## config.mk

```make
export PLATFORM = sky130hd
export DESIGN_NAME = hack_mem_bus
export DESIGN_NICKNAME = d
export VERILOG_FILES = /design/src/rtl/hack_mem_bus.sv
export SDC_FILE = /design/constraint.sdc
export NUM_CORES = 1
export LEC_CHECK = 0
export ABC_CLOCK_PERIOD_IN_PS = 3800
export BUFFER_PORTS_ARGS = -buffer_cell sky130_fd_sc_hd__buf_2
export CORE_MARGIN = 4
export CORE_UTILIZATION = 41
export CTS_BUF_LIST = sky130_fd_sc_hd__clkbuf_2
export DETAILED_ROUTE_END_ITERATION = 8
export GPL_TIMING_DRIVEN = 0
export PLACE_DENSITY = 0.84
export SKIP_CTS_REPAIR_TIMING = 1
export SLEW_MARGIN = 5
export SYNTH_ARGS = -nofsm -noshare
export SYNTH_HDL_FRONTEND = slang
export SYNTH_SLANG_ARGS = --single-unit
export TNS_END_PERCENT = 30
```

## constraint.sdc

```tcl
create_clock -name clk -period 3.8 [get_ports clk]
set_input_delay 0.76 -clock clk [delete_from_list [all_inputs] [get_ports clk]]
set_output_delay 0.76 -clock clk [all_outputs]
set_load 0.01 [all_outputs]
```

## src/rtl/hack_mem_bus.sv

```systemverilog
// CPU-to-slave memory bus bridge: address decode, one-outstanding response FSM,
// wait-state timeout and a sticky error capture register.
module hack_mem_bus #(
    parameter int unsigned         DW      = 16,
    parameter int unsigned         AW      = 16,
    parameter int unsigned         NS      = 3,
    parameter logic [NS*AW-1:0]    BASE    = {16'd24576, 16'd16384, 16'd0},
    parameter logic [NS*AW-1:0]    SIZE    = {16'd1, 16'd8192, 16'd16384},
    parameter int unsigned         TIMEOUT = 15
) (
    input  logic               clk,
    input  logic               rst_n,
    input  logic [AW-1:0]      cpu_addr,
    input  logic [DW-1:0]      cpu_wdata,
    input  logic               cpu_read,
    input  logic               cpu_write,
    output logic [DW-1:0]      cpu_rdata,
    output logic               cpu_stall,
    output logic [NS-1:0]      s_sel,
    output logic [AW-1:0]      s_addr,
    output logic [DW-1:0]      s_wdata,
    output logic               s_read,
    output logic               s_write,
    input  logic [NS*DW-1:0]   s_rdata,
    input  logic [NS-1:0]      s_ready,
    output logic               err_valid,
    output logic [1:0]         err_code,
    output logic [AW-1:0]      err_addr,
    output logic               err_write,
    input  logic               err_clear
);

    localparam int unsigned CW = $clog2(TIMEOUT + 1);

    typedef enum logic {IDLE, RESP} state_e;

    state_e          state_q, state_d;
    logic [NS-1:0]   sel_q, sel_d;
    logic [AW-1:0]   addr_q, addr_d;
    logic [AW-1:0]   req_addr_q, req_addr_d;
    logic            write_q, write_d;
    logic            miss_q, miss_d;
    logic [CW-1:0]   cnt_q, cnt_d;
    logic            err_valid_q, err_valid_d;
    logic [1:0]      err_code_q, err_code_d;
    logic [AW-1:0]   err_addr_q, err_addr_d;
    logic            err_write_q, err_write_d;

    logic [NS-1:0]   dec_sel;
    logic [AW-1:0]   dec_base;
    logic            hit;
    logic [AW:0]     lo, hi;

    logic            req, in_resp, cap_ready, timeout_c, done, accept, new_err;
    logic [DW-1:0]   cap_rdata;
    logic [AW-1:0]   acc_addr;

    // Range decode in AW+1 bits; the first (lowest-index) hit wins.
    always_comb begin
        dec_sel  = '0;
        dec_base = '0;
        hit      = 1'b0;
        lo       = '0;
        hi       = '0;
        for (int unsigned i = 0; i < NS; i++) begin
            lo = {1'b0, BASE[i*AW +: AW]};
            hi = lo + {1'b0, SIZE[i*AW +: AW]};
            if (!hit && ({1'b0, cpu_addr} >= lo) && ({1'b0, cpu_addr} < hi)) begin
                dec_sel[i] = 1'b1;
                dec_base   = BASE[i*AW +: AW];
                hit        = 1'b1;
            end
        end
    end

    // Next-state and outputs.
    always_comb begin
        state_d     = state_q;
        sel_d       = sel_q;
        addr_d      = addr_q;
        req_addr_d  = req_addr_q;
        write_d     = write_q;
        miss_d      = miss_q;
        cnt_d       = cnt_q;
        err_valid_d = err_valid_q;
        err_code_d  = err_code_q;
        err_addr_d  = err_addr_q;
        err_write_d = err_write_q;
        cap_rdata   = '0;
        new_err     = 1'b0;

        for (int unsigned i = 0; i < NS; i++) begin
            if (sel_q[i]) cap_rdata = cap_rdata | s_rdata[i*DW +: DW];
        end

        req       = cpu_read | cpu_write;
        in_resp   = (state_q == RESP);
        cap_ready = |(s_ready & sel_q);
        timeout_c = in_resp & ~miss_q & ~cap_ready & (cnt_q == CW'(TIMEOUT));
        done      = in_resp & (miss_q | cap_ready | timeout_c);
        cpu_stall = in_resp & ~done;
        accept    = rst_n & req & ~cpu_stall;
        acc_addr  = hit ? (cpu_addr - dec_base) : '0;

        if (miss_q)         cpu_rdata = '0;
        else if (timeout_c) cpu_rdata = '1;
        else                cpu_rdata = cap_rdata;

        s_sel   = accept ? dec_sel  : sel_q;
        s_addr  = accept ? acc_addr : addr_q;
        s_wdata = cpu_wdata;
        s_write = accept & hit & cpu_write;
        s_read  = accept & hit & cpu_read & ~cpu_write;

        case (state_q)
            IDLE:    if (accept) state_d = RESP;
            RESP:    if (done && !accept) state_d = IDLE;
            default: state_d = IDLE;
        endcase

        if (accept) begin
            sel_d      = dec_sel;
            addr_d     = acc_addr;
            req_addr_d = cpu_addr;
            write_d    = cpu_write;
            miss_d     = ~hit;
            cnt_d      = '0;
        end else if (done) begin
            sel_d  = '0;
            addr_d = '0;
            miss_d = 1'b0;
        end else if (cpu_stall) begin
            cnt_d = cnt_q + CW'(1);
        end

        // A forced timeout belongs to the older transaction, so it outranks a same-cycle miss.
        if (err_clear) err_valid_d = 1'b0;
        new_err = timeout_c | (accept & ~hit);
        if (new_err && (!err_valid_q || err_clear)) begin
            err_valid_d = 1'b1;
            err_code_d  = timeout_c ? 2'b10 : 2'b01;
            err_addr_d  = timeout_c ? req_addr_q : cpu_addr;
            err_write_d = timeout_c ? write_q : cpu_write;
        end
    end

    always_ff @(posedge clk or negedge rst_n) begin
        if (!rst_n) begin
            state_q     <= IDLE;
            sel_q       <= '0;
            addr_q      <= '0;
            req_addr_q  <= '0;
            write_q     <= 1'b0;
            miss_q      <= 1'b0;
            cnt_q       <= '0;
            err_valid_q <= 1'b0;
            err_code_q  <= 2'b00;
            err_addr_q  <= '0;
            err_write_q <= 1'b0;
        end else begin
            state_q     <= state_d;
            sel_q       <= sel_d;
            addr_q      <= addr_d;
            req_addr_q  <= req_addr_d;
            write_q     <= write_d;
            miss_q      <= miss_d;
            cnt_q       <= cnt_d;
            err_valid_q <= err_valid_d;
            err_code_q  <= err_code_d;
            err_addr_q  <= err_addr_d;
            err_write_q <= err_write_d;
        end
    end

    assign err_valid = err_valid_q;
    assign err_code  = err_code_q;
    assign err_addr  = err_addr_q;
    assign err_write = err_write_q;

endmodule
```

==> results.md <==
* Switching share of power at 40.6%
* # DRC at 0
* Die Wd at 97.7 microns
* Hold slack at 0.238 ns
* Initial DRC Count at 283
* Arr. time, crit path at 2.93 ns
* Placer Congestion at 0.859
* Largest net degree at the start of global routing at 65
* Placement-stage cell area at 4160 sq um
* Fmax at 271 MHz
* Final max-slew violation count at 0
* H-Tree Depth at 3
* Synth area leader: dfrtp_1
* N_diodes at 0
* DRT antenna net count at 0
* CP Max Fanout at 5
* Worst EP required at 3.04 ns
* Crit path top cell by count: buf_2
* Crit path time final at 3.69 ns
* Critical path class: in2out
* Pre-CTS setup slack at -0.478 ns
* Switch Pwr at 1.01 mW
* CP max-delay cell: fa_1
* Clock network power share at 12.7%
* Syn_nets at 410
* Cell Area, Synth at 3300 sq um
* Via density at 5.49
* Router iterations before antenna repair at 5
* PortBufs at 145
* Combinational Power Share at 45.4%
* Initial core utilization at 42.5%
* Number of synthesized flops with an enable pin at 0
* Power per cell area at 581 nW/um^2
* Sequential power share at 41.9%
* Clock Sinks at 62
* CTS root buffer: clkbuf_2
* Bufs and invs on worst path at 4
* Initial antenna violation count at 0
* Worst-case clock buffer depth at 2
* Setup tns final at 0 ns
* CP startpoint kind: input pin
* CP max stage delay at 0.42 ns
* CTS Buf Count at 9
* GR Overflow Total at 0
* Status: finished, final reports clean
* Crit path capture type: primary output
* Flop2flop setup slack at 1.23 ns
* Cell count after synthesis at 319
* Setup ws final at 0.106 ns
* Post-DP HPWL at 7380 microns
* Max-slew headroom at 46.5%
* CTS clk-pin slew, worst paths at 0.18 ns
* CTS tree: built
* Fin. Hold Viols at 0
* Sequential area share after synthesis at 47.0%
* Share of layout cells above drive strength 1 at 45.9%
* Cell row count at 32
* Final instance area at 4300 sq um
* Cell family with most CP delay: simple AND/OR/NAND/NOR gates
* I/O Pins at 162
* Seq cells post-synth at 62
* Int Power at 1.48 mW
* Die Y at 97.7 microns
* Final Skew at 0.0249 ns
* Critical path cell sequence: buf_2 -> nor4_1 -> nand4_1 -> buf_4 -> nor4_4 -> ha_1 -> inv_1 -> fa_1 -> a2111oi_4 -> a21o_1 -> buf_2
* Die area at 9550 sq um
* P_leak at 2.25 nW
* Detailed Route WL at 9900 microns
* Final Total Pwr at 2.50 mW
* Core Area at 7770 sq um
* Vias in the first global route at 3217
* Yosys cell types at 41
* First-pass GRT wire length at 15800 microns
* Worst-Margin Slew at 0.797 ns
* Via count of the routed design at 3202
* Ys flop type: dfrtp_1
* Synth warn at 0
* Max-cap violations at 0
* Mean post-synth cell area at 10.3 sq um
* Worst VDD drop at 0.000358 V
* Later-pin clock latency in the skew report at 0.46 ns
* Top cell type's share of synthesized area at 47.0%
* GRT Util Overall at 20.2%
* Synth area leaders: dfrtp_1 (47%), mux2_2 (8.2%), a22o_1 (7.7%)
* DR WL/cell at 17.0 microns
* Post-layout nets at 567
* Period utilization at 97.2%
* Asr flop ratio synth at 100%
* Layout area overhead at 30.3%
* Class of the worst hold path: in2async
* Final setup viols at 0
==> worst register-to-register path: stages (launching register included) <==
cell      delay [ns]
dfrtp_1         0.43
ha_1            0.21
and4_1          0.27
nand4b_4        0.20
nand2_2         0.20
o31ai_4         0.58
buf_6           0.24
mux2_1          0.33
==> cell usage after synthesis (all sizes together), types with 2 or more instances <==
cell,number
dfrtp,62
nand2,61
mux2,34
a22o,29
buf,26
a21oi,18
a222oi,16
o21ai,14
clkbuf,12
inv,6
nor2,5
a21o,4
nand3,3
nor3,3
nor4,3
o21a,3
and2,2
ha,2
nor2b,2
o31ai,2
==> through the flow <==
step / instances / utilization, %
floorplan: 319 / -
global placement: 566 / 53.5
detailed placement: 566 / 53.5
CTS: 582 / 54.5
global route: 583 / 55.3
finish: 583 / 55.3
==> power groups by stage <==
stage / logic [mW] / registers [mW] / clock network (mW)
3_5_place_dp: 1.13 / 1.06 / 0
4_1_cts: 1.13 / 1.04 / 0.327
6_report: 1.13 / 1.05 / 0.316
2_1_floorplan: 0.652 / 1.08 / 0
3_3_place_gp: 1.09 / 1.04 / 0
5_1_grt: 1.25 / 1.08 / 0.353
==> cells by family (layout without fill, tap and decap cells) <==
logic type / after synthesis / in the layout / share of synthesized area [%]
flip-flops: 62 / 62 / 47.0
AO/OA/AOI/OAI: 90 / 90 / 21.1
multiplexers: 34 / 34 / 11.6
adder cells (fa/ha/maj): 3 / 3 / 1.37
AND/OR/NAND/NOR: 86 / 86 / 11.5
buffers and inverters: 44 / 206 / 7.36
==> cells in the final DEF, fill, tap and decap left out, drive strengths merged, types with 2 or more instances in the layout <==
cell and n:
inv 6, clkbuf 23, nor3 3, nor2b 2, a22o 29, dfrtp 62
ha 2, nor4 3, o31ai 2, o21ai 14, nor2 5, buf 172
nand3 3, o21a 3, a21o 4, a21oi 18, nand2 61, clkinv 4
mux2 34, and2 2, a222oi 16
==> worst paths after layout <==
kind	startpoint	depth (start not counted)	to
worst max-delay path	cpu_addr[2]	11	s_addr[15]
worst min-delay path	rst_n	1	err_addr[3]
worst max register to register	cnt_q[0]	7	err_addr[14]
worst min register to register	req_addr_q[4]	2	req_addr_q[4]
max in group asynchronous	rst_n	1	addr_q[12]
min in group clk	req_addr_q[4]	2	req_addr_q[4]
==> state kept, by name, indices dropped and copies added, names as in the netlist <==
register,count
err_write,1
cnt_q,4
err_valid,1
sel_q,3
in_resp,1
miss_q,1
err_addr,16
write_q,1
addr_q,16
req_addr_q,16
err_code,2
==> layout make-up <==
| cell class | instances | area [sq um] |
|---|---|---|
| flip-flops and latches | 62 | 1550 |
| clock inverters | 5 | 26.3 |
| plain buffers | 38 | 221 |
| inverters | 6 | 22.5 |
| repair buffers | 146 | 739 |
| multi-input cells | 213 | 1560 |
| fillers | 693 | 3470 |
| well taps | 102 | 128 |
| clock buffers | 11 | 55.1 |
==> routing by layer <==
layer	routed length [microns]	up-vias	track usage (%)
li1	-	1478	-
met1	4120	1564	25.1
met2	4940	142	34.1
met3	664	18	5.38
met4	167	0	7.03
met5	0	-	0
No activity file was read; power rests on OpenSTA's default activity.
